--- src/rtl/instr_encoder_loader_pkg.sv ---
`default_nettype none
// +----------------------------------------------------------------------+
// | instr_encoder_loader_pkg                                              |
// | Opcodes, request kinds and loader states shared by encoder/decoder.   |
// | Rev 1.0 - initial release                                             |
// +----------------------------------------------------------------------+
package instr_encoder_loader_pkg;

    localparam logic [5:0] OP_RTYPE = 6'b000000;
    localparam logic [5:0] OP_ADDI  = 6'b001000;
    localparam logic [5:0] OP_BEQ   = 6'b000100;
    localparam logic [5:0] OP_SLTI  = 6'b001010;

    typedef enum logic [1:0] {
        KIND_R    = 2'b00,
        KIND_ADDI = 2'b01,
        KIND_BEQ  = 2'b10,
        KIND_SLTI = 2'b11
    } kind_t;

    typedef enum logic [2:0] {
        ST_IDLE  = 3'd0,
        ST_WRITE = 3'd1,
        ST_FULL  = 3'd2,
`ifdef INSTR_LOADER_NOP_PAD_EN
        ST_PAD   = 3'd4,
`endif
        ST_DONE  = 3'd3
    } loader_state_t;

endpackage
`default_nettype wire

--- src/rtl/instr_field_packer.sv ---
`default_nettype none
// +----------------------------------------------------------------------+
// | instr_field_packer                                                    |
// | Combinational packing of request kind + fields into a MIPS word.      |
// | Rev 1.0 - initial release                                             |
// +----------------------------------------------------------------------+
module instr_field_packer
    import instr_encoder_loader_pkg::*;
(
    input  logic [1:0]  kind,
    input  logic [4:0]  rs,
    input  logic [4:0]  rt,
    input  logic [4:0]  rd,
    input  logic [4:0]  shamt,
    input  logic [5:0]  funct,
    input  logic [15:0] imm,
    output logic [31:0] word
);

    always_comb begin
        word = 32'h0000_0000;
        case (kind_t'(kind))
            KIND_R:    word = {OP_RTYPE, rs, rt, rd, shamt, funct};
            KIND_ADDI: word = {OP_ADDI, rs, rt, imm};
            KIND_BEQ:  word = {OP_BEQ, rs, rt, imm};
            KIND_SLTI: word = {OP_SLTI, rs, rt, imm};
            default:   word = 32'h0000_0000;
        endcase
    end

endmodule
`default_nettype wire

--- src/rtl/instr_encoder_loader.sv ---
`default_nettype none
// +----------------------------------------------------------------------+
// | instr_encoder_loader                                                  |
// | Encodes instruction requests and writes them to sequential words.     |
// | Option: INSTR_LOADER_NOP_PAD_EN pads remaining memory with nops.      |
// | Rev 1.0 - initial release                                             |
// +----------------------------------------------------------------------+
module instr_encoder_loader
    import instr_encoder_loader_pkg::*;
#(
    parameter int MEM_DEPTH = 32,
    parameter int ADDR_W    = 5
)(
    input  logic              clk_i,
    input  logic              rst_i,
    input  logic              req_valid_i,
    output logic              req_ready_o,
    input  logic [1:0]        kind_i,
    input  logic [4:0]        rs_i,
    input  logic [4:0]        rt_i,
    input  logic [4:0]        rd_i,
    input  logic [4:0]        shamt_i,
    input  logic [5:0]        funct_i,
    input  logic [15:0]       imm_i,
    input  logic              done_i,
    output logic              mem_we_o,
    output logic [31:0]       mem_addr_o,
    output logic [31:0]       mem_data_o,
    output logic [ADDR_W:0]   count_o,
    output logic              full_o,
    output logic              load_done_o,
    output logic              err_o
);

    localparam logic [ADDR_W:0] c_last = (ADDR_W+1)'(MEM_DEPTH - 1);

    loader_state_t    r_state;
    loader_state_t    w_next;
    logic [ADDR_W:0]  r_count;
    logic [31:0]      r_addr;
    logic [31:0]      r_data;
    logic             r_err;
    logic [31:0]      w_word;
    logic             w_accept;
    logic             w_last_cnt;

    // Byte address of a word index; count's top bit is never an index bit.
    function automatic logic [31:0] word_addr(input logic [ADDR_W:0] cnt);
        word_addr = 32'(cnt[ADDR_W-1:0]) << 2;
    endfunction

    instr_field_packer u_packer (
        .kind  (kind_i),
        .rs    (rs_i),
        .rt    (rt_i),
        .rd    (rd_i),
        .shamt (shamt_i),
        .funct (funct_i),
        .imm   (imm_i),
        .word  (w_word)
    );

    assign w_accept   = (r_state == ST_IDLE) && req_valid_i;
    assign w_last_cnt = (r_count == c_last);

`ifdef INSTR_LOADER_NOP_PAD_EN
    localparam logic [ADDR_W:0] c_depth = (ADDR_W+1)'(MEM_DEPTH);
    logic w_full_cnt;
    assign w_full_cnt = (r_count == c_depth);
`endif

    always_comb begin
        w_next = r_state;
        case (r_state)
            ST_IDLE: begin
                if (w_accept) begin
                    w_next = ST_WRITE;
                end else if (done_i) begin
`ifdef INSTR_LOADER_NOP_PAD_EN
                    w_next = ST_PAD;
`else
                    w_next = ST_DONE;
`endif
                end
            end
            ST_WRITE: begin
                w_next = w_last_cnt ? ST_FULL : ST_IDLE;
            end
            ST_FULL: begin
                if (done_i) begin
`ifdef INSTR_LOADER_NOP_PAD_EN
                    w_next = ST_PAD;
`else
                    w_next = ST_DONE;
`endif
                end
            end
`ifdef INSTR_LOADER_NOP_PAD_EN
            ST_PAD: begin
                if (w_full_cnt || w_last_cnt) begin
                    w_next = ST_DONE;
                end
            end
`endif
            ST_DONE: begin
                w_next = ST_DONE;
            end
            default: begin
                w_next = ST_IDLE;
            end
        endcase
    end

    always_ff @(posedge clk_i) begin
        if (rst_i) begin
            r_state <= ST_IDLE;
        end else begin
            r_state <= w_next;
        end
    end

    // Address/data registers only move when a write is about to be shown,
    // so they hold their last written values otherwise.
    always_ff @(posedge clk_i) begin
        if (rst_i) begin
            r_count <= '0;
            r_addr  <= 32'h0000_0000;
            r_data  <= 32'h0000_0000;
            r_err   <= 1'b0;
        end else begin
            if (w_accept) begin
                r_data <= w_word;
                r_addr <= word_addr(r_count);
            end
            if (r_state == ST_WRITE) begin
                r_count <= r_count + 1'b1;
            end
            if (((r_state == ST_FULL) || (r_state == ST_DONE)) && req_valid_i) begin
                r_err <= 1'b1;
            end
`ifdef INSTR_LOADER_NOP_PAD_EN
            if ((r_state == ST_IDLE) && (w_next == ST_PAD)) begin
                r_addr <= word_addr(r_count);
                r_data <= 32'h0000_0000;
            end
            if ((r_state == ST_PAD) && !w_full_cnt) begin
                r_count <= r_count + 1'b1;
                if (!w_last_cnt) begin
                    r_addr <= word_addr(r_count + 1'b1);
                end
            end
`endif
        end
    end

    assign req_ready_o = (r_state == ST_IDLE);
`ifdef INSTR_LOADER_NOP_PAD_EN
    assign mem_we_o    = (r_state == ST_WRITE) || ((r_state == ST_PAD) && !w_full_cnt);
`else
    assign mem_we_o    = (r_state == ST_WRITE);
`endif
    assign mem_addr_o  = r_addr;
    assign mem_data_o  = r_data;
    assign count_o     = r_count;
    assign full_o      = (r_state == ST_FULL);
    assign load_done_o = (r_state == ST_DONE);
    assign err_o       = r_err;

endmodule
`default_nettype wire
--- config.mk ---
export PLATFORM = sky130hd
export DESIGN_NAME = instr_encoder_loader
export DESIGN_NICKNAME = d
export VERILOG_FILES = /design/src/rtl/instr_encoder_loader_pkg.sv /design/src/rtl/instr_field_packer.sv /design/src/rtl/instr_encoder_loader.sv
export SDC_FILE = /design/constraint.sdc
export NUM_CORES = 1
export LEC_CHECK = 0
export BUFFER_PORTS_ARGS = -buffer_cell sky130_fd_sc_hd__buf_2
export CAP_MARGIN = 20
export CORE_MARGIN = 5
export CORE_UTILIZATION = 46
export CTS_CLUSTER_SIZE = 16
export DETAILED_ROUTE_END_ITERATION = 6
export PLACE_DENSITY = 0.84
export SYNTH_ARGS = -nofsm -noshare
export SYNTH_HDL_FRONTEND = slang
export SYNTH_SLANG_ARGS = --single-unit
--- constraint.sdc ---
create_clock -name clk_i -period 3.8 [get_ports clk_i]
set_input_delay 0.76 -clock clk_i [delete_from_list [all_inputs] [get_ports clk_i]]
set_output_delay 0.76 -clock clk_i [all_outputs]
set_load 0.01 [all_outputs]
## Word-level counts from Yosys, hierarchy flattened

Index checks and enable logic that the tools add are counted.

| word-level totals | value |
|---|---|
| logic and storage cells | 23 |
| bits of input ports | 48 |
| output and inout bits | 75 |
| bits in registers | 47 |

| operators by class | value |
|---|---|
| muxes and demuxes | 5 |
| equal/unequal tests | 7 |
| reductions and logical operators | 5 |
| add/sub/neg operators | 1 |

Operators by type and width:

| kind | number |
|---|---|
| $pmux W32 S4 | 1 |
| $pmux W3 S4 | 1 |
| $add A6 B1 Y6 const B | 1 |
| $eq A3 B2 Y1 const B | 2 |
| $eq A6 B5 Y1 const B | 1 |
| $mux W3 | 2 |
| $eq A2 B2 Y1 const B | 2 |
| $eq A3 B1 Y1 const B | 1 |
| $logic_not A3 Y1 | 1 |
| $eq A2 B1 Y1 const B | 1 |
| $logic_and A1 B1 Y1 | 2 |
| $logic_not A2 Y1 | 1 |
| $mux W2 | 1 |
| $logic_or A1 B1 Y1 | 1 |

## Longest topological paths before layout

Gate-level depths: netlist (run 1).

| depth | value |
|---|---|
| word-level depth | 4 |
| depth in mapped cells | 5 |
| gate-level depth less buffers | 4 |

## Cells and area by module

Synthesis (run 1) repeated with hierarchy kept, for this count alone.

| unflattened totals | value |
|---|---|
| cells, all modules | 275 |
| area total of the unflattened synthesis | 2322.2 um^2 |

By module, submodules not included:

| module | cells each | times used | area each (um^2) | sequential area each (um^2) |
|---|---|---|---|---|
| instr_encoder_loader | 240 | 1 | 1951.9 | 940.9 |
| instr_field_packer | 35 | 1 | 370.4 | 0.0 |

## Worst setup path before layout (run 1)

OpenSTA, ideal clock, no wires.

| path | value |
|---|---|
| path kind | input port to flip-flop |
| start | in kind_i[1] |
| end | reg r_data[10], in the netlist mem_data_o[10] |
| data required time | 3.709 ns |
| arrival | 1.690 ns |
| buffers on the path | 2 |
| slack | 2.019 ns |
| stages | 5 |
| setup time | 0.091 ns |
| cells stage by stage | buf_2 > nor2_2 > clkbuf_1 > nand2_1 > a311oi_1 |

| on the way | value |
|---|---|
| cells in the longest elaborated chain, start to end | 2 |
| elaborated cells between the ends (all ways) | 5 |
| classes of those cells | 3 x eq/ne; 1 x mux; 1 x reduce/logical |

Ends and longest elaborated chain:

| item | RTL line | source |
|---|---|---|
| from (decl) | instr_encoder_loader.sv:18 | `input logic [1:0] kind_i,` |
| $eq A2 B2 Y1, or another cell as far along | instr_field_packer.sv:22 | `case (kind_t'(kind))` |
| $pmux W32 S4 * | instr_field_packer.sv:22 |  |
| to (signal assigned) | instr_encoder_loader.sv:132 | `r_data <= w_word;` |
| to (decl) | instr_encoder_loader.sv:41 | `logic [31:0] r_data;` |

Mark *: on every way between the ends. The rest lies on a longest branch, timed or not. The select of a mux whose other input is x is not followed.
A chain may end at the register's enable or synchronous reset.

## Worst setup path in the final report (run 1)

| path | value |
|---|---|
| start | reg r_state[0] |
| end | out mem_we_o |

| on the way | value |
|---|---|
| cells in the longest elaborated chain, start to end | 1 |

Ends and longest elaborated chain:

| item | RTL line | source |
|---|---|---|
| from (decl) | instr_encoder_loader.sv:37 | `loader_state_t r_state;` |
| from (signal assigned) | instr_encoder_loader.sv:118 | `r_state <= w_next;` |
| $eq A3 B1 Y1 | instr_encoder_loader.sv:160 | `assign mem_we_o = (r_state == ST_WRITE);` |
| to (decl) | instr_encoder_loader.sv:26 | `output logic mem_we_o,` |

Every way passes these cells.

==> results of run 1 <==
==> power by group through the flow <==
stage / sequential [uW] / combinational, uW / clock [uW]
3_5_place_dp: 507 / 141 / 0
5_1_grt: 500 / 157 / 362
2_1_floorplan: 512 / 104 / 0
6_report: 497 / 140 / 331
3_3_place_gp: 507 / 138 / 0
4_1_cts: 497 / 141 / 343
==> synthesized netlist by cell type (2+ instances only) <==
| library cell | count | area (um2) |
|---|---|---|
| a311oi_1 | 16 | 140 |
| nand3_1 | 3 | 15.0 |
| a211oi_1 | 2 | 15.0 |
| clkbuf_1 | 9 | 33.8 |
| buf_2 | 8 | 40.0 |
| mux2_2 | 2 | 22.5 |
| nand4_1 | 2 | 12.5 |
| nor2b_1 | 3 | 18.8 |
| o21ai_0 | 15 | 75.1 |
| nor2_1 | 23 | 86.3 |
| o21ai_1 | 2 | 10.0 |
| nand2_1 | 50 | 188 |
| inv_1 | 2 | 7.51 |
| a21oi_1 | 19 | 95.1 |
| xnor2_1 | 2 | 17.5 |
| nor3b_1 | 2 | 15.0 |
| nor3_1 | 2 | 10.0 |
| dfxtp_1 | 44 | 881 |
| buf_4 | 33 | 248 |
==> how the worst max path moves through the flow <==
stage	start	end	slack [ns]	cells after the start
floorplan	kind_i[1]	mem_data_o[10]$_SDFFE_PP0P_	2.02	5
global placement	req_valid_i	mem_data_o[24]$_SDFFE_PP0P_	1.75	4
detailed placement	kind_i[1]	mem_data_o[11]$_SDFFE_PP0P_	1.67	4
CTS	r_state[0]$_SDFF_PP0_	mem_we_o	1.40	2
global route	r_state[0]$_SDFF_PP0_	mem_we_o	1.28	2
finish	r_state[0]$_SDFF_PP0_	mem_we_o	1.44	2
==> critical path, stage by stage, from the launching register on <==
cell and delay [ns]:
dfxtp_1 0.56, nor3b_1 0.52, buf_2 0.23
==> logic make-up after synthesis <==
kind of cell / share of synthesized area (%)
and+or+nand+nor: 21.3
AOI/OAI and AO/OA: 17.0
buffers and inverters: 15.9
DFF: 42.6
muxes: 1.57
xor gates and xnor gates: 0.848
adders and majority gates: 0.606
other: 0.182
==> metal layers <==
layer	share of wire (%)	wire [um]	GRT usage, %
met5	0	0	0
met4	1.2	60	6.87
met3	9.0	451	5.97
met2	50	2520	28.9
met1	40	1980	16.3
==> registers in the layout, summed over array words and instances (netlist names) <==
register and flops:
mem_addr_o 5, count_o 6, mem_data_o 29, r_state 3, err_o 1
==> per-stage QoR <==
step / setup slack (ns) / hold WS, ns / utilization, % / area [um2] / instances
after floorplan: 2.02 / 0.476 / - / 2180 / 283
after global placement: 1.75 / 0.437 / 55.1 / 2400 / 379
after detailed placement: 1.67 / 0.444 / 55.1 / 2400 / 379
after CTS: 1.40 / 0.455 / 57.3 / 2500 / 385
after global routing: 1.28 / 0.477 / 57.3 / 2500 / 385
final: 1.44 / 0.451 / 57.3 / 2500 / 385
==> layout make-up <==
cell class,count,area [um2],area share [%]
Timing Repair Buffer,94,475,19.0
Clock inverter,1,30.0,1.20
Inverter,2,7.51,0.301
Multi-Input combinational cell,187,968,38.8
Tap cell,52,65.1,2.61
Clock buffer,5,68.8,2.76
Sequential cell,44,881,35.3
==> summary by stage, run 1 <==
Final layout
The fraction of final layout cells sized beyond drive strength 1 is 31.5%. The post-synthesis to final-layout area growth is 20.8%. The top cell types in the final layout, fill and taps aside, are buf_2, nand2_1, dfxtp_1.

The final layout net count is 383. Leaving out fill and tap cells, the most frequent cell in the layout is buf_2. 0 antenna diodes ended up in the layout. Fill cells in the final layout number 427.

Worst setup path
The maximum fanout encountered on the critical timing path is 12. Across all register-to-register paths, the minimum setup slack is 2.09 ns. The signal arrival time at the worst endpoint is 1.60 ns.

The worst setup path is of the reg -> out kind. The startpoint kind of the worst setup timing path is a flop. Data on the critical path is required at its endpoint by 3.04 ns. The number of cells on the worst reg-to-reg path is 3. The end of the worst register-to-register path is mem_addr_o[3]$_SDFFE_PP0P_.

In this run the critical register-to-register path is launched from r_state[1]$_SDFF_PP0_. The worst setup path is captured at an output port.

Power
The internal portion of the total power is 726 uW. The total chip power is 968 uW. Summed over all nets, the switching power comes to 242 uW. The clock network burns 34.2% of the power. IR analysis of the VDD net gives a maximum drop of 0.205 mV. The combinational cell fraction of total power is 14.5%.

The fraction of power consumed by sequential logic is 51.3%. In this run switching power makes up 25.0% of total power. The power density over cell area is 388 nW/um2.

The static leakage is 0.00115 uW.

STA
Setup repair after global routing left no endpoint under its margin. In the finished design, the share of the clock period the worst path needs comes to 62.2%. The final total negative setup slack is 0 ns. The worst clock skew is 0.00908 ns. The minimum period implied by the final worst setup slack is 2.36 ns. The final hold violation count is 0. The number of pins exceeding their max-slew limit in the final report is 0.

The headroom to the max-slew limit is 47.8%. The transition time at the pin with the least slew margin is 0.784 ns. Setup violations remaining at the end of the flow were counted as 0. Static timing analysis puts the maximum clock frequency at 0.423 GHz.

Clocking
Counting the buffers created by CTS gives 5. Hold repair after CTS inserted 0 buffers. Gates resized during post-CTS repair numbered 0. The clock drives 44 sinks. The root buffer cell chosen for the clock tree is clkbuf_8. The clock transition time at the flip-flop clock pins of the worst setup and hold paths is 0.08 ns. The H-tree was split into 2 levels. The count of buffers added by post-CTS timing repair for setup is 0.

No sink is reached through more buffers than the 2 on the longest clock path. The worst-skew pair later-pin latency is 0.29 ns. The clock tree from TritonCTS is built.

Route
The average wire per cell in the routed design is 13.0 um. The mean number of vias per cell is 4.97. The final wirelength is 5010 um. The routed layout has 1,913 vias.

In this run the remaining antenna-violating nets after routing total 0. The pre-antenna-repair detailed-routing pass consisted of 4 iterations. The detailed router finished its first iteration with 80 violations. In the routed design, unresolved DRC markers number 0.

Synth
The number of warnings issued by yosys is 0. The number of different library cells used by synthesis comes to 33. Each instance of the synthesized netlist takes up on average 8.16 um2. In the synthesized netlist the dominant register cell turns out to be dfxtp_1. The synthesized design contains 44 register bits. The share of flip-flops with an asynchronous set or reset after synthesis is 0%. Yosys mapped a number of flops with a built-in enable equal to 0. The cell area that synthesis handed to floorplanning was 2070 um2.

The cell count after synthesis is 253. The share of synthesized area occupied by flip-flops and latches is 42.6%.

Placed design
Summed over all nets, the half-perimeter wirelength after detailed placement is 3730 um. The congestion estimate from routability-driven global placement came to 0.721. The number of buffers inserted by port buffering is 92.

Hold path
The hold-critical path endpoint is mem_data_o[28]$_SDFFE_PP0P_. The path category of the worst min-delay check is reg -> reg. The instance count along the most critical hold path is 2. The startpoint identified for the worst hold timing path is mem_data_o[28]$_SDFFE_PP0P_.

Global route
The total routing usage reported by global routing is 16.0%. Entering global routing, the biggest net connects 46 pins. The via count of the first global-routing pass is 1,796. The first global-routing pass estimated 7890 um of wire. The number of antenna violations at the first check in global routing is 0. After global routing the overflow that remains totals 0.

Status
The flow ran to the end, and the final reports show no timing, DRC or antenna violations.

Die
In this run the count of I/O pins placed on the die edge is 123. The die covers 5930 um2. The core footprint is 4350 um2.

Row generation in the floorplan step produced 24 rows. The die extent in x is 77.0 um. The floorplan step set the die height to 77.0 um. The starting density of the core is 47.4%.

Flow run
The tool flagged a number of max-cap violations equal to 0.
Power figures use the tool's default switching activity.
==> run 2: changes to the inputs <==
--- a/config.mk
+++ b/config.mk
@@ -8,10 +8,10 @@
 export BUFFER_PORTS_ARGS = -buffer_cell sky130_fd_sc_hd__buf_2
 export CAP_MARGIN = 20
 export CORE_MARGIN = 5
-export CORE_UTILIZATION = 46
+export CORE_UTILIZATION = 43
 export CTS_CLUSTER_SIZE = 16
 export DETAILED_ROUTE_END_ITERATION = 6
-export PLACE_DENSITY = 0.84
+export PLACE_DENSITY = 0.79
 export SYNTH_ARGS = -nofsm -noshare
 export SYNTH_HDL_FRONTEND = slang
 export SYNTH_SLANG_ARGS = --single-unit
==> constraint.sdc (replaced) <==
create_clock -name clk_i -period 2.4 [get_ports clk_i]
set_input_delay 0.48 -clock clk_i [delete_from_list [all_inputs] [get_ports clk_i]]
set_output_delay 0.48 -clock clk_i [all_outputs]
set_load 0.01 [all_outputs]
==> run 2 against run 1 <==
  * Combinational power is 59% higher
  * Utilization decreased by 3.4 points
  * Clock power grew 79%
  * Die area up 6.1%
  * Global-route usage is 0.32 points lower
  * Clock skew fell by 0.0026 ns
  * Count of clock-buffer cells in the layout rose by 1
  * Register-to-register slack got worse by 1.4 ns
  * Wire length grew 0.64%
  * Largest power group unchanged
  * Critical endpoint unchanged
  * Worst setup slack worse by 1.1 ns
  * Sequential power grew 58%
  * Design area up 1.3%
==> summary by stage, run 2 (same netlist as run 1, synthesis figures left out) <==
Status
Run status: complete, no violations (unchanged).

Clocking
The count of buffers added by post-CTS timing repair for setup was 0 (unchanged). The clock transition time at the flip-flop clock pins of the worst setup and hold paths is 0.08 ns (about the same). The number of buffers on the longest clock path was 2 (unchanged). The maximum level of the CTS H-tree is 2 (unchanged). The TritonCTS buffer count was 5 (unchanged).

The worst-skew pair later-pin latency came to 0.29 ns (about the same). The clock tree from TritonCTS is built (unchanged). The hold-fix buffer count after cts came to 0 (unchanged). The number of gates resized after CTS was 0 (unchanged). The number of clock sinks seen by CTS came to 44 (unchanged). The library cell used as clock root buffer is clkbuf_8 (unchanged).

Global route
The total routing usage reported by global routing is 15.7% (was 16.0%). The pin count of the biggest net entering global routing is 29 (was 46). The number of antenna violations at the first check in global routing is 0 (unchanged).

The global-route wire length before repair is 7970 um (was 7890 um). The overflow left after global routing is 0 (unchanged). The via count of the first global-routing pass was 1,787 (was 1,796).

Worst setup path
The number of cell instances on the worst register-to-register path is 3 (unchanged). The startpoint kind of the worst setup timing path is a flop (unchanged). The worst-path cell with the longest stage delay is dfxtp_1 (unchanged).

The highest cell delay on the worst timing path is 0.57 ns (was 0.56 ns). The end of the worst register-to-register path is mem_addr_o[6]$_SDFFE_PP0P_ (was mem_addr_o[3]$_SDFFE_PP0P_). Cells along the critical path: nor3b_1 > buf_2 (unchanged).

The data required time at the worst endpoint was 1.92 ns (was 3.04 ns). The signal arrival time at the worst endpoint is 1.55 ns (was 1.60 ns). The top cell family by delay on the critical path is flip-flops (unchanged). The worst-case register-to-register setup slack came to 0.69 ns (was 2.09 ns). The maximum fanout encountered on the critical timing path was 12 (unchanged).

The launch point of the worst reg-to-reg path is r_state[1]$_SDFF_PP0_ (unchanged). The type of the worst setup path is reg -> out (unchanged). The critical path buffer and inverter count is 1 (unchanged). The type of element capturing the critical path is an output port (unchanged).

STA
The final total negative setup slack is 0 ns (unchanged). The worst clock skew is 0.00651 ns (was 0.00908 ns). The final hold violation count is 0 (unchanged). For this run, the top clock speed supported by timing is 0.493 GHz. The worst setup margin came to 0.370 ns (was 1.44 ns).

The transition time at the pin with the least slew margin is 0.654 ns (was 0.784 ns). The number of setup violations in the final report is 0 (unchanged). Setup repair after global routing missed its margin: no (unchanged). The number of pins exceeding their max-slew limit in the final report came to 0 (unchanged). The worst path in the final design needs a cycle of 2.03 ns, including I/O delays and setup. The headroom to the max-slew limit is 56.4% (was 47.8%). After layout, the worst path uses 84.6% of the clock period.

Final layout
The most common cell after layout, fill and taps aside is buf_2 (unchanged). The final standard cell area without fillers came to 2530 um2 (was 2500 um2). The final-layout fill cell count is 460 (was 427). The final non-filler cell total was 390 (was 385). The number of diodes was 0 (unchanged).

The final layout net count came to 384 (was 383). Most used cells in the layout excluding fill and tap cells: buf_2, nand2_1, dfxtp_1 (unchanged). The post-synthesis to final-layout area growth came to 22.4% (was 20.8%). The flip-flop count of the largest register, all copies and words added is 29 (unchanged). The fraction of final layout cells sized beyond drive strength 1 came to 32.1% (was 31.5%).

Hold path
The hold-critical path endpoint is mem_data_o[20]$_SDFFE_PP0P_ (was mem_data_o[28]$_SDFFE_PP0P_). The instance count along the most critical hold path is 3 (was 2). The start point of the worst hold path is rt_i[4] (was mem_data_o[28]$_SDFFE_PP0P_). The path category of the worst min-delay check is in -> reg (was reg -> reg).

Route
The final wirelength was 5050 um (was 5010 um). The first-pass detailed-route iteration total is 6 (was 4). The total via count after detailed routing is 1,859 (was 1,913).

The average wire per cell in the routed design is 12.9 um (was 13.0 um). The mean number of vias per cell came to 4.77 (was 4.97). The initial DRC count is 137 (was 80).

The count of unresolved DRC violations after routing was 0 (unchanged). The number of nets with antenna violations after detailed routing is 0 (unchanged).

Die
The I/O pin total came to 123 (unchanged). The starting density of the core came to 44.0% (was 47.4%). The core footprint is 4690 um2 (was 4350 um2). The die footprint is 6290 um2 (was 5930 um2). The number of standard-cell rows in the floorplan was 25 (was 24).

The die boundary height is 79.3 um (was 77.0 um). The die extent in x came to 79.3 um (was 77.0 um).

Flow run
The count of maximum capacitance violations came to 0 (unchanged).

Power
The power density over cell area is 633 nW/um2 (was 388 nW/um2). The combinational cell fraction of total power came to 13.9% (was 14.5%). The clock share of power is 37.0% (was 34.2%). The static leakage was 0.00117 uW (was 0.00115 uW). The maximum ir drop on the vdd rail was 0.287 mV (was 0.205 mV). The fraction of power consumed by sequential logic is 49.2% (was 51.3%). The internal power contribution is 1190 uW (was 726 uW).

The share of total power consumed by net switching came to 25.5% (was 25.0%). The switching component of the power is 409 uW (was 242 uW).

Placed design
The final RePlAce weighted congestion is 0.705 (was 0.721). The half-perimeter wire length after placement was 3700 um (was 3730 um). The minimum setup slack after placement is 0.594 ns (was 1.67 ns).

The number of buffers inserted by port buffering was 92 (unchanged). The instance area after placement is 2410 um2 (was 2400 um2). The cell total after placement came to 382 (was 379).
run 2: cell count changes in the layout (fill, tap and decap cells not counted), sizes merged:
cell,previous run,this run
buf,94,95
clkinv,0,1
clkbuf,5,6
run 2: final cells by class:
type                    instances  area, um2  area share [%]
clock buffers                   6       82.6            3.27
clock inverters                 2       38.8            1.53
inverters                       2       7.51           0.297
multi-input cells             187        968            38.3
flip-flops and latches         44        881            34.8
well taps                      54       67.6            2.67
repair buffers                 95        483            19.1
run 2: stage by stage:
| step | hold slack, ns | util [%] | total power, uW |
|---|---|---|---|
| 2_1_floorplan | 0.476 | - | 976 |
| 3_3_place_gp | 0.437 | 51.3 | 1020 |
| 3_5_place_dp | 0.445 | 51.3 | 1030 |
| 4_1_cts | 0.410 | 53.9 | 1620 |
| 5_1_grt | 0.405 | 53.9 | 1690 |
| 6_report | 0.421 | 53.9 | 1600 |
run 2: power groups by stage:
stage                     combinational (uW)  clock (uW)  sequential (uW)
after floorplan                          165           0              811
after global placement                   220           0              801
after detailed placement                 223           0              804
after CTS                                224         613              787
after global routing                     249         648              792
final                                    222         592              787
run 2: routing by layer:
layer / part of all wire [%] / up-vias / track usage, %
met4: 1.0 / 0 / 5.33
met1: 41 / 822 / 17.4
met5: 0 / - / 0
met2: 50 / 70 / 28.8
li1: - / 963 / -
met3: 7.5 / 4 / 3.85
run 2: how the worst max path moves through the flow:
stage | slack (ns) | startpoint | cells after the start | endpoint
after floorplan | 0.90 | kind_i[1] | 5 | mem_data_o[10]$_SDFFE_PP0P_
after global placement | 0.62 | req_valid_i | 4 | mem_data_o[24]$_SDFFE_PP0P_
after detailed placement | 0.59 | req_valid_i | 4 | mem_addr_o[6]$_SDFFE_PP0P_
after CTS | 0.37 | r_state[0]$_SDFF_PP0_ | 2 | mem_we_o
after global routing | 0.27 | r_state[0]$_SDFF_PP0_ | 2 | mem_we_o
final | 0.37 | r_state[0]$_SDFF_PP0_ | 2 | mem_we_o
run 2: tightest hold or removal path, cell delays in order:
cell     delay, ns
buf_2         0.09
nand2_1       0.05
a21oi_1       0.05
==> run 3: changes to the inputs <==
--- a/config.mk
+++ b/config.mk
@@ -5,13 +5,14 @@
 export SDC_FILE = /design/constraint.sdc
 export NUM_CORES = 1
 export LEC_CHECK = 0
+export ABC_AREA = 1
 export BUFFER_PORTS_ARGS = -buffer_cell sky130_fd_sc_hd__buf_2
 export CAP_MARGIN = 20
 export CORE_MARGIN = 5
-export CORE_UTILIZATION = 43
+export CORE_UTILIZATION = 40
 export CTS_CLUSTER_SIZE = 16
 export DETAILED_ROUTE_END_ITERATION = 6
-export PLACE_DENSITY = 0.79
+export PLACE_DENSITY = 0.76
 export SYNTH_ARGS = -nofsm -noshare
 export SYNTH_HDL_FRONTEND = slang
 export SYNTH_SLANG_ARGS = --single-unit
==> constraint.sdc (replaced) <==
create_clock -name clk_i -period 1.8 [get_ports clk_i]
set_input_delay 0.36 -clock clk_i [delete_from_list [all_inputs] [get_ports clk_i]]
set_output_delay 0.36 -clock clk_i [all_outputs]
set_load 0.01 [all_outputs]
==> run 3 against run 2 <==
  * Count of clock-buffer cells in the layout is 2 higher
  * Clock skew hardly changed
  * Wire length is 9.2% higher
  * Clock power up 4.1%
  * Cell count increased by 20%
  * Synthesized cell count is 22% higher
  * Critical endpoint unchanged
  * Critical path type unchanged
  * Area after synthesis up 11%
==> summary by stage, run 3 <==
Final layout
The final layout net count is 445 (was 384). The area of the multi-input gates is 1140 um2 (was 968 um2). The post-synthesis to final-layout area growth is 19.9% (was 22.4%). The fraction of final layout cells sized beyond drive strength 1 is 37.0% (was 32.1%). The most common cell after layout, fill and taps aside is nand2_1 (was buf_2).

The number of diodes came to 0 (unchanged). The combined flip-flop and latch cell area was 881 um2 (unchanged). Most used cells in the layout excluding fill and tap cells: nand2_1, buf_2, dfxtp_1 (was buf_2, nand2_1, dfxtp_1). The final-layout fill cell count is 578 (was 460). The flip-flop count of the largest register, all copies and words added is 29 (unchanged).

Route
The final wirelength is 5510 um (was 5050 um). The routed length on met1 was 2320 um (was 2070 um). The initial DRC count is 44 (was 137). The average wire per cell in the routed design came to 11.7 um (was 12.9 um). The first-pass detailed-route iteration total is 4 (was 6).

The mean number of vias per cell is 4.54 (was 4.77). The total length of routed met3 wires is 408 um (was 377 um). The total via count after detailed routing was 2,131 (was 1,859). The count of unresolved DRC violations after routing is 0 (unchanged). The number of nets with antenna violations after detailed routing came to 0 (unchanged).

The highest layer used for signal routing is met4 (unchanged). The total length of routed met2 wires is 2720 um (was 2540 um).

STA
The final total negative setup slack is 0 ns (unchanged). The final critical path takes up 89.7% of the cycle. Setup repair after global routing missed its margin: no (unchanged). For the finished layout, the period the worst path requires is 1.61 ns. The worst clock skew was 0.00625 ns (was 0.00651 ns). The number of pins exceeding their max-slew limit in the final report is 0 (unchanged).

The final hold violation count was 0 (unchanged). The number of setup violations in the final report is 0 (unchanged). Timing would allow up to 0.619 GHz.

Synth
Leading post-synthesis cells by cell area: dfxtp_1, nand2_1, buf_4, a21oi_2, nand2_2 (was dfxtp_1, buf_4, nand2_1, a311oi_1, a21oi_1). The flip-flop cell with the highest count after synthesis is dfxtp_1 (unchanged). The netlist area before placement came to 2290 um2 (was 2070 um2).

The number of warnings issued by yosys is 0 (unchanged). Cell types with the highest counts after synthesis: nand2_1, dfxtp_1, buf_4 (unchanged). The average cell area after synthesis is 7.42 um2 (was 8.16 um2). The most common cell in the synthesized netlist is nand2_1 (unchanged).

The share of flip-flops with an asynchronous set or reset after synthesis is 0% (unchanged). The dominant cell type by area after synthesis is dfxtp_1 (unchanged). The number of synthesized flops with an enable pin came to 0 (unchanged).

The area share of the leading cell type in the synthesized netlist is 38.5% (was 42.6%). The cell count after synthesis is 308 (was 253). The distinct cell type count after synthesis came to 24 (was 33). The share of synthesized area occupied by flip-flops and latches is 38.5% (was 42.6%). The post-synthesis register bit count came to 44 (unchanged).

Die
The die extent in x is 85.6 um (was 79.3 um). The starting density of the core came to 41.3% (was 44.0%). The number of standard-cell rows in the floorplan is 27 (was 25). The I/O pin total is 123 (unchanged). The die footprint was 7330 um2 (was 6290 um2). The core footprint is 5540 um2 (was 4690 um2). The die boundary height is 85.6 um (was 79.3 um).

Worst setup path
The maximum fanout encountered on the critical timing path is 6 (was 12). The end of the worst register-to-register path is mem_addr_o[6]$_SDFFE_PP0P_ (unchanged). Cells along the critical path: nand2_1 > nor2_1 > buf_2 (was nor3b_1 > buf_2). The signal arrival time at the worst endpoint is 1.25 ns (was 1.55 ns). The critical path buffer and inverter count was 1 (unchanged). The top cell family by delay on the critical path is flip-flops (unchanged). The number of cell instances on the worst register-to-register path is 5 (was 3). The startpoint kind of the worst setup timing path is a flop (unchanged). The worst-path cell with the longest stage delay is dfxtp_1 (unchanged). The type of the worst setup path is reg -> out (unchanged). The launch point of the worst reg-to-reg path is r_state[1]$_SDFF_PP0_ (unchanged).

The worst-case register-to-register setup slack is 0.48 ns (was 0.69 ns). The data required time at the worst endpoint is 1.44 ns (was 1.92 ns). The highest cell delay on the worst timing path is 0.43 ns (was 0.57 ns).

The type of element capturing the critical path is an output port (unchanged).

Clocking
The hold-fix buffer count after cts is 0 (unchanged). The TritonCTS buffer count is 5 (unchanged). The maximum level of the CTS H-tree is 2 (unchanged). The clock transition time at the flip-flop clock pins of the worst setup and hold paths is 0.08 ns (about the same). The number of clock sinks seen by CTS came to 44 (unchanged).

The library cell used as clock root buffer is clkbuf_8 (unchanged). The number of gates resized after CTS is 0 (unchanged). The number of buffers on the longest clock path came to 2 (unchanged). The count of buffers added by post-CTS timing repair for setup is 0 (unchanged). The worst-skew pair later-pin latency is 0.29 ns (about the same).

The clock tree from TritonCTS is built (unchanged).

Flow run
The count of maximum capacitance violations is 0 (unchanged).

Global route
The overflow left after global routing is 0 (unchanged). The pin count of the biggest net entering global routing is 36 (was 29). The number of antenna violations at the first check in global routing was 0 (unchanged). The global-route wire length before repair is 8940 um (was 7970 um).

The via count of the first global-routing pass is 2,033 (was 1,787). The total routing usage reported by global routing is 14.6% (was 15.7%).

Hold path
The start point of the worst hold path is rs_i[4] (was rt_i[4]). The hold-critical path endpoint is mem_data_o[25]$_SDFFE_PP0P_ (was mem_data_o[20]$_SDFFE_PP0P_). The path category of the worst min-delay check is in -> reg (unchanged). The instance count along the most critical hold path is 3 (unchanged).

Placed design
The half-perimeter wire length after placement was 4130 um (was 3700 um). The final RePlAce weighted congestion is 0.817 (was 0.705). The number of buffers inserted by port buffering is 92 (unchanged).

Power
The maximum ir drop on the vdd rail is 0.314 mV (was 0.287 mV). The total chip power is 1990 uW (was 1600 uW). The static leakage is 0.00134 uW (was 0.00117 uW). The power density over cell area is 726 nW/um2 (was 633 nW/um2).

Status
Run status: complete, no violations (unchanged).
-- run 3: changes by cell type in the layout (fill, tap and decap cells not counted), moves of 3 or more --
| cell | before | now |
|---|---|---|
| nand2_1 | 50 | 97 |
| a21oi_2 | 0 | 20 |
| nand2_2 | 0 | 20 |
| a311oi_1 | 16 | 0 |
| inv_1 | 2 | 11 |
| nor2_1 | 23 | 20 |
| nor2b_1 | 3 | 0 |
-- run 3: stage by stage --
step	utilization (%)	instances	hold slack [ns]	worst slack [ns]	area, um2
2_1_floorplan	-	338	0.488	0.645	2400
3_3_place_gp	47.8	461	0.450	0.438	2650
3_5_place_dp	47.8	461	0.453	0.422	2650
4_1_cts	49.5	469	0.302	0.188	2740
5_1_grt	49.5	469	0.302	0.0414	2740
6_report	49.5	469	0.313	0.186	2740
-- run 3: tightest hold or removal path, delay by kind of cell --
family          cells  cell delay [ns]
simple gates        1             0.05
buf+inv             1             0.10
compound gates      1             0.05
-- run 3: power breakdown --
group	switching (uW)	internal, uW
logic	217	123
clock network	303	313
registers	22.9	1010
-- run 3: final cells by class --
type / count / share of cell area [%]
well taps: 72 / 3.29
clock buffers: 8 / 3.29
multi-input cells: 236 / 41.5
flip-flops and latches: 44 / 32.1
repair buffers: 96 / 17.9
inverters: 13 / 1.87
-- run 3: worst max-delay path by stage --
stage	to	startpoint	cells after the start	slack, ns
finish	mem_we_o	r_state[0]$_SDFF_PP0_	3	0.19
global route	mem_we_o	r_state[0]$_SDFF_PP0_	3	0.04
CTS	mem_we_o	r_state[0]$_SDFF_PP0_	3	0.19
detailed placement	mem_data_o[15]$_SDFFE_PP0P_	kind_i[0]	6	0.42
global placement	mem_data_o[13]$_SDFFE_PP0P_	kind_i[0]	6	0.44
floorplan	mem_data_o[10]$_SDFFE_PP0P_	kind_i[1]	7	0.65
-- run 3: cell families (layout without fill, tap and decap cells) --
family / count (synthesis) / count (layout) / synth area share [%]
adder cells (fa/ha/maj): 1 / 1 / 0.547
other: 1 / 31 / 0.164
AND/OR/NAND/NOR: 146 / 146 / 27.9
AO/OA/AOI/OAI: 57 / 57 / 15.9
buffers and inverters: 58 / 117 / 16.6
flip-flops: 44 / 44 / 38.5
XOR/XNOR: 1 / 1 / 0.383
-- run 3: layer usage --
metal  track usage, %  up-vias
li1                 -     1084
met1             17.0      959
met2             26.4       81
met3             4.03        7
met4             3.60        0
met5                0        -
